===== config.mk =====
export PLATFORM = sky130hd
export DESIGN_NAME = mdu_flat
export DESIGN_NICKNAME = d
export VERILOG_FILES = /design/src/rtl/mdu_if.sv /design/src/rtl/mdu.sv /design/src/flat_wrapper.sv
export SDC_FILE = /design/constraint.sdc
export NUM_CORES = 1
export LEC_CHECK = 0
export CELL_PAD_IN_SITES_DETAIL_PLACEMENT = 2
export CELL_PAD_IN_SITES_GLOBAL_PLACEMENT = 2
export CORE_MARGIN = 1.5
export CORE_UTILIZATION = 30
export CTS_BUF_LIST = sky130_fd_sc_hd__clkbuf_8
export DETAILED_ROUTE_END_ITERATION = 10
export PLACE_DENSITY = 0.8
export SLEW_MARGIN = 10
export SYNTH_ARGS = -nofsm -noshare
export SYNTH_HDL_FRONTEND = slang
export SYNTH_SLANG_ARGS = --single-unit

===== constraint.sdc =====
create_clock -name i_clk -period 6.1 [get_ports i_clk]
set_input_delay 0.915 -clock i_clk [delete_from_list [all_inputs] [get_ports i_clk]]
set_output_delay 0.915 -clock i_clk [all_outputs]
set_load 0.02 [all_outputs]

===== src/rtl/mdu_if.sv =====
// Operand/request/result bundle between the controller datapath and the
// multiply/divide unit.
interface mdu_if;
    logic [31:0] a;
    logic [31:0] b;
    logic        start;
    logic [2:0]  op;
    logic        busy;
    logic [31:0] hi;
    logic [31:0] lo;

    modport master (output a, b, start, op, input busy, hi, lo);
    modport slave  (input a, b, start, op, output busy, hi, lo);
endinterface


===== src/rtl/mdu.sv =====
// Iterative 32-bit multiply/divide unit owning the HI/LO registers.
// One operand-latch edge, 32 shift-add/shift-subtract edges, one sign-fix edge.
module mdu (
    input  logic  i_clk,
    input  logic  i_rst_n,
    mdu_if.slave  bus
);
    typedef enum logic [1:0] {S_IDLE, S_RUN, S_FIX} state_t;

    localparam logic [2:0] OP_MTHI = 3'b100;
    localparam logic [2:0] OP_MTLO = 3'b101;

    state_t      r_state;
    logic [4:0]  r_count;
    logic [63:0] r_acc;
    logic [31:0] r_opnd;
    logic        r_is_div;
    logic        r_neg_q;
    logic        r_neg_r;
    logic [31:0] r_hi;
    logic [31:0] r_lo;

    logic        w_signed;
    logic [31:0] w_abs_a;
    logic [31:0] w_abs_b;
    logic        w_b_zero;
    logic [32:0] w_mul_sum;
    logic        w_div_ge;
    logic [31:0] w_div_sub;
    logic [63:0] w_prod_neg;

    // Even opcodes among 000..011 are the signed variants.
    assign w_signed  = ~bus.op[0];
    assign w_abs_a   = (w_signed && bus.a[31]) ? (32'd0 - bus.a) : bus.a;
    assign w_abs_b   = (w_signed && bus.b[31]) ? (32'd0 - bus.b) : bus.b;
    assign w_b_zero  = (bus.b == 32'd0);

    // Multiply: add multiplicand into the upper half when the current
    // multiplier bit (acc[0]) is set, then shift the whole accumulator right.
    assign w_mul_sum = {1'b0, r_acc[63:32]} + (r_acc[0] ? {1'b0, r_opnd} : 33'd0);

    // Divide: the partial remainder shifted left is r_acc[63:31] (33 bits);
    // when it is >= divisor the difference always fits back in 32 bits.
    assign w_div_ge  = (r_acc[63:31] >= {1'b0, r_opnd});
    assign w_div_sub = r_acc[62:31] - r_opnd;

    assign w_prod_neg = 64'd0 - r_acc;

    assign bus.busy = (r_state != S_IDLE);
    assign bus.hi   = r_hi;
    assign bus.lo   = r_lo;

    always_ff @(posedge i_clk or negedge i_rst_n) begin
        if (!i_rst_n) begin
            r_state  <= S_IDLE;
            r_count  <= 5'd0;
            r_acc    <= 64'd0;
            r_opnd   <= 32'd0;
            r_is_div <= 1'b0;
            r_neg_q  <= 1'b0;
            r_neg_r  <= 1'b0;
            r_hi     <= 32'd0;
            r_lo     <= 32'd0;
        end else begin
            case (r_state)
                S_IDLE: begin
                    if (bus.start) begin
                        if (bus.op[2] == 1'b0) begin
                            r_acc    <= {32'd0, w_abs_a};
                            r_opnd   <= w_abs_b;
                            r_is_div <= bus.op[1];
                            // Divide-by-zero keeps the all-ones quotient unsigned.
                            r_neg_q  <= w_signed && (bus.a[31] ^ bus.b[31]) &&
                                        !(bus.op[1] && w_b_zero);
                            r_neg_r  <= w_signed && bus.a[31];
                            r_count  <= 5'd0;
                            r_state  <= S_RUN;
                        end else if (bus.op == OP_MTHI) begin
                            r_hi <= bus.a;
                        end else if (bus.op == OP_MTLO) begin
                            r_lo <= bus.a;
                        end
                    end
                end
                S_RUN: begin
                    if (r_is_div) begin
                        if (w_div_ge)
                            r_acc <= {w_div_sub, r_acc[30:0], 1'b1};
                        else
                            r_acc <= {r_acc[62:0], 1'b0};
                    end else begin
                        r_acc <= {w_mul_sum, r_acc[31:1]};
                    end
                    r_count <= r_count + 5'd1;
                    if (r_count == 5'd31)
                        r_state <= S_FIX;
                end
                S_FIX: begin
                    if (r_is_div) begin
                        r_hi <= r_neg_r ? (32'd0 - r_acc[63:32]) : r_acc[63:32];
                        r_lo <= r_neg_q ? (32'd0 - r_acc[31:0])  : r_acc[31:0];
                    end else begin
                        {r_hi, r_lo} <= r_neg_q ? w_prod_neg : r_acc;
                    end
                    r_state <= S_IDLE;
                end
                default: r_state <= S_IDLE;
            endcase
        end
    end
endmodule


===== src/flat_wrapper.sv =====
// flat-port wrapper written by rule: the top's interface ports become plain ports
module mdu_flat 
  (i_clk, i_rst_n, bus_a, bus_b, bus_start, bus_op, bus_busy, bus_hi, bus_lo);
  mdu_if bus_i ();
  input  logic i_clk;
  input  logic i_rst_n;
  input wire logic [$bits(bus_i.a)-1:0] bus_a;
  input wire logic [$bits(bus_i.b)-1:0] bus_b;
  input wire logic [$bits(bus_i.start)-1:0] bus_start;
  input wire logic [$bits(bus_i.op)-1:0] bus_op;
  output wire logic [$bits(bus_i.busy)-1:0] bus_busy;
  output wire logic [$bits(bus_i.hi)-1:0] bus_hi;
  output wire logic [$bits(bus_i.lo)-1:0] bus_lo;
  assign bus_i.a = bus_a;
  assign bus_i.b = bus_b;
  assign bus_i.start = bus_start;
  assign bus_i.op = bus_op;
  assign bus_busy = bus_i.busy;
  assign bus_hi = bus_i.hi;
  assign bus_lo = bus_i.lo;
  mdu u_core (.i_clk(i_clk), .i_rst_n(i_rst_n), .bus(bus_i));
endmodule

Yosys cells after proc, flatten, opt, wreduce, memory -nomap -nowiden
Index checks and enable logic that the tools add are counted.
- register bits: 170
- output and inout bits: 65
- word-level logic and storage cells: 78
- add/sub/neg operators: 8
- order comparisons: 1
- eq/ne operators: 12
- multiplexer cells: 29
- bitwise gates (word level): 3
- reduce and logical (&&, ||, !) cells: 16
- operators by type and width (cell ; number):
    32-bit two-way mux ; 14
    64-bit two-way mux ; 5
    32-bit case mux with 2 select lines ; 2
    64-bit case mux with 2 select lines ; 1
    1-bit by 32-bit subtractor with 32-bit output (first input constant) ; 4
    1-bit by 64-bit subtractor with 64-bit output (first input constant) ; 1
    32-bit by 33-bit adder with 33-bit output ; 1
    33-bit by 32-bit greater-or-equal comparator with 1-bit output ; 1
    32-bit logical NOT ; 1
    32-bit subtractor ; 1
    5-bit two-way mux ; 2
    5-bit case mux with 2 select lines ; 1
    3-bit AND reduction ; 3
    2-bit != test (second input constant) ; 4
    3-bit equality test (second input constant) ; 2
    2-bit two-way mux ; 3
    2-bit by 1-bit != test with 1-bit output (second input constant) ; 3
    2-bit nonzero test ; 3
    5-bit by 1-bit adder with 5-bit output (second input constant) ; 1
    5-bit equality test (second input constant) ; 1
    1-bit logical AND ; 5
    5-bit AND reduction ; 1
    2-bit case mux with 2 select lines ; 1
    4-bit AND reduction ; 1
    6 further kinds ; 7

Logic depth before layout (Yosys ltp)
- depth after elaboration: 6
- depth in mapped cells: 14
- gate-level depth less buffers: 13

Worst setup path before layout
Ideal clock, no wire load.
- path kind: flip-flop to flip-flop
- from: register u_core.r_acc[0]
- to: register u_core.r_acc[51]
- arrival: 3.226 ns
- path slack: 2.787 ns
- cell stages (with the launch flop): 14
- path buffers: 1
- cell sequence: dfrtp_1 > inv_1 > clkbuf_1 > nor2_1 > ha_1 > o211ai_1 > a21oi_1 > nor4bb_1 > o31ai_1 > a21oi_1 > o41ai_1 > mux2i_1 > nand4_1 > o211ai_1
- cells in the longest elaborated chain, start to end: 4
- RTL lines (what ; RTL line ; source):
    start, declared ; mdu.sv:15 ; logic [63:0] r_acc;
    start signal, assigned ; mdu.sv:69 ; r_acc <= {32'd0, w_abs_a};
    start signal, assigned ; mdu.sv:88 ; r_acc <= {w_div_sub, r_acc[30:0], 1'b1};
    start signal, assigned ; mdu.sv:90 ; r_acc <= {r_acc[62:0], 1'b0};
    32-bit two-way mux ; mdu.sv:40 ; assign w_mul_sum = {1'b0, r_acc[63:32]} + (r_acc[0] ? {1'b0, r_opnd} : 33'd0);
    32-bit by 33-bit adder with 33-bit output ; mdu.sv:40 ;
    64-bit two-way mux ; mdu.sv:86 ; if (r_is_div) begin
    64-bit case mux with 2 select lines ; mdu.sv:65 ; case (r_state)
Every way passes these cells.
A chain may end at the register's enable or synchronous reset.

Final worst setup path
- from: register u_core.r_acc[0]
- to: register u_core.r_acc[49]
The elaborated chain is that of the path after synthesis.

==> metrics.md <==
| Metric | Value |
|---|---|
| Status | `finished clean` |
| Final Hold Vio Count | `0` |
| Net switching power | `6.06 mW` |
| DIE HEIGHT | `222 um` |
| Top Ports | `135` |
| Slowest-stage cell, CP | `inv_1` |
| DR vias | `14.0k` |
| Crit path capture type | `flip-flop` |
| Area grow syn2layout | `15.6%` |
| Synth warnings | `0` |
| Most common cell after layout, fill and taps aside | `nor2_1` |
| Row count | `79` |
| Sw Ratio | `53.7%` |
| Mean Syn Cell Area | `7.87 um2` |
| Die area | `0.0491 mm2` |
| Cells after Synth | `1820` |
| Drt total wl | `54300 um` |
| Fillers | `5458` |
| Via density | `5.59` |
| Critical path buffers and inverters | `1` |
| Routed Antenna Nets | `0` |
| Syn nets | `1962` |
| Layout Nets | `2019` |
| Max-slew violations | `0` |
| Clk slew on worst S/H paths | `0.10 ns` |
| Dpl ws | `1.50 ns` |
| Share of layout cells above drive strength 1 | `5.03%` |
| GPL Wtd Cong | `0.842` |
| DR iter-0 viols | `842` |
| # hold bufs at CTS | `0` |
| Post-CTS setup repair buffer count | `0` |
| Largest net degree at the start of global routing | `99` |
| Worst Path Arrival | `5.01 ns` |
| Post-synth EDFFs | `0` |
| LEAKAGE | `6.73 nW` |
| Period utilization | `75.4%` |
| TritonCTS Buffers | `17` |
| Post-cts resize count | `0` |
| Initial Util | `30.6%` |
| CP delay by family, top | `compound AO/OA/AOI/OAI gates` |
| Core footprint | `0.0469 mm2` |
| Flops & latches, synth | `170` |
| PortBufs | `134` |
| Comb pwr share | `69.4%` |
| Worst-path maximum fanout | `33` |
| Main flop type after synthesis | `dfrtp_1` |
| Critical path's largest stage delay | `0.85 ns` |
| Die Span X | `222 um` |
| Clock tree buffer depth | `2` |
| CTS sink count | `170` |
| H-tree levels | `4` |
| Most frequent cell on the critical path | `a21oi_1` |
| Vias in the first global route | `15.1k` |
| Most frequent cells in the layout | `nor2_1, a21oi_1, nand2_1, dfrtp_1, o21ai_0` |
| Rel. slew slack | `23.7%` |
| Remaining Overflow, GRT | `0` |
| First-pass iteration count of the detailed router | `6` |
| Clk_lat worst skew | `0.56 ns` |
| First-pass GRT wire length | `87000 um` |
| Setup crit start kind | `flip-flop` |
| Unrepaired setup endpoints after global routing | `no` |
| Final Setup Violations | `0` |
| Unique masters post-synth | `69` |
| Sequential fraction of the synthesis area | `29.7%` |
| Setup TNS Final | `0 ns` |
| GRT Util Overall | `22.4%` |
| Final Skew | `0.0175 ns` |
| PnR worst setup slack | `1.50 ns` |
| Antenna violations before repair | `0` |
| CTS tree | `yes` |
| Worst hold path class | `input port to asynchronous set/reset pin` |
| Syn Std Cell Area | `0.0143 mm2` |
| Post-DR wirelength/cell | `21.7 um` |
| Max Cap Violations | `0` |
| Ys async rst share | `100%` |
| Worst path required time | `6.50 ns` |
| Pwr Density | `681 mW/mm2` |
| Worst setup path category | `flip-flop to flip-flop` |
| DPL Wire Length | `41900 um` |
| Reg power frac | `22.8%` |
| Worst Tran Pin Value | `1.14 ns` |
| CTS root buffer | `clkbuf_8` |
| Minimum clock period after layout | `4.60 ns` |
| Int Pwr | `5.22 mW` |
| Max Fclk | `217 MHz` |
| Critical-path cell list | `inv_1 > nor2_1 > ha_1 > o211ai_1 > a21oi_1 > nor4bb_1 > o31ai_1 > a21oi_1 > o41ai_1 > xor2_1 > a22oi_1 > o21ai_0` |
| Maximum VDD drop | `0.247 mV` |
| DRC | `0` |
| Clock share of power | `7.8%` |
-- sequential cells by signal, summed over array words and instances (netlist names) --
register,count
u_core.bus.lo,32
u_core.r_opnd,32
u_core.r_neg_q,1
u_core.r_is_div,1
u_core.r_state,2
u_core.r_acc,64
u_core.bus.hi,32
u_core.r_count,5
u_core.r_neg_r,1
-- worst paths after layout --
kind | end | cells after the start | startpoint | slack, ns
setup / recovery | u_core.r_acc[49]$_DFFE_PN0P_ | 12 | u_core.r_acc[0]$_DFFE_PN0P_ | 1.50
hold / removal | u_core.bus.lo[11]$_DFFE_PN0P_ | 1 | i_rst_n | 0.47
setup reg to reg | u_core.r_acc[49]$_DFFE_PN0P_ | 12 | u_core.r_acc[0]$_DFFE_PN0P_ | 1.50
hold reg to reg | u_core.r_count[2]$_DFFE_PN0P_ | 1 | u_core.r_count[2]$_DFFE_PN0P_ | 0.52
max in group asynchronous | u_core.r_is_div$_DFFE_PN0P_ | 2 | i_rst_n | 4.63
min in group i_clk | u_core.r_count[2]$_DFFE_PN0P_ | 1 | u_core.r_count[2]$_DFFE_PN0P_ | 0.52
-- metal layers --
metal,up-vias,share of wire (%),GRT usage [%]
met2,218,48,38.1
met3,47,2.8,2.96
met5,-,0,0
li1,6590,-,-
met1,7103,48,30.0
met4,0,1.5,5.59
-- cells by family (layout without fill, tap and decap cells) --
logic type / count (synthesis) / in the layout / share of synthesized area [%]
compound gates: 545 / 545 / 22.7
xor+xnor: 165 / 165 / 10.1
fa+ha+maj: 72 / 72 / 6.39
buf+inv: 170 / 240 / 4.47
flops: 170 / 170 / 29.7
mux: 104 / 104 / 7.42
other cells: 0 / 1 / 0
simple gates: 594 / 594 / 19.3
-- synthesized netlist by cell type, types with 5 or more instances --
library cell	instances	area, um2
dfrtp_1	170	4250
mux2_2	18	203
buf_1	15	56.3
and3_1	7	43.8
nor3b_1	7	52.6
o31ai_1	29	218
o41ai_1	16	140
nor2b_1	15	93.8
nand2b_1	14	87.6
xor2_1	68	596
o221ai_1	8	70.1
nor4_1	15	93.8
o21ai_0	166	831
nand3_1	32	160
a21oi_1	200	1000
inv_1	61	229
o21a_1	8	60.1
clkbuf_1	92	345
a31oi_1	11	68.8
nand3b_1	5	37.5
and2_1	10	62.6
ha_1	70	876
nand4_1	17	106
or4_1	10	75.1
mux2i_1	86	861
xnor2_1	97	850
nor3_1	27	135
or3_1	27	169
nand2_1	177	664
nor2_1	209	785
o21bai_1	13	97.6
o211ai_1	10	75.1
a22oi_1	12	90.1
a21o_1	21	158
a211oi_1	12	90.1
or2_2	9	56.3
-- worst register-to-register path, stage by stage (launching register included) --
cell      delay, ns
dfrtp_1        0.47
inv_1          0.86
nor2_1         0.15
ha_1           0.45
o211ai_1       0.14
a21oi_1        0.23
nor4bb_1       0.10
o31ai_1        0.78
a21oi_1        0.20
o41ai_1        0.63
xor2_1         0.15
a22oi_1        0.19
o21ai_0        0.11
-- final cells by class --
cell class / instances / area [um2] / share of cell area [%]
Multi-Input combinational cell: 1480 / 9470 / 57.2
Timing Repair Buffer: 147 / 1450 / 8.77
Clock inverter: 13 / 139 / 0.838
Clock buffer: 19 / 262 / 1.58
Tap cell: 607 / 759 / 4.58
Antenna cell: 1 / 2.50 / 0.0151
Sequential cell: 170 / 4260 / 25.7
Inverter: 61 / 229 / 1.38
-- stage by stage --
step / instance area [um2] / power, mW / utilization, % / hold WS (ns) / instances
3_5_place_dp: 16200 / 10.3 / 34.5 / 0.499 / 2465
5_1_grt: 16600 / 12.3 / 35.4 / 0.517 / 2497
2_1_floorplan: 14300 / 7.72 / - / 0.473 / 1820
6_report: 16600 / 11.3 / 35.4 / 0.466 / 2498
3_3_place_gp: 16200 / 9.99 / 34.5 / 0.490 / 2465
4_1_cts: 16600 / 11.3 / 35.4 / 0.476 / 2497
-- power by group through the flow --
| stage | registers, mW | clock network (mW) | logic (mW) |
|---|---|---|---|
| 6_report | 2.57 | 0.885 | 7.83 |
| 5_1_grt | 2.66 | 0.950 | 8.66 |
| 4_1_cts | 2.55 | 0.914 | 7.82 |
| 3_5_place_dp | 2.57 | 0 | 7.77 |
| 3_3_place_gp | 2.52 | 0 | 7.47 |
| 2_1_floorplan | 2.40 | 0 | 5.32 |
No activity file was read; power rests on OpenSTA's default activity.
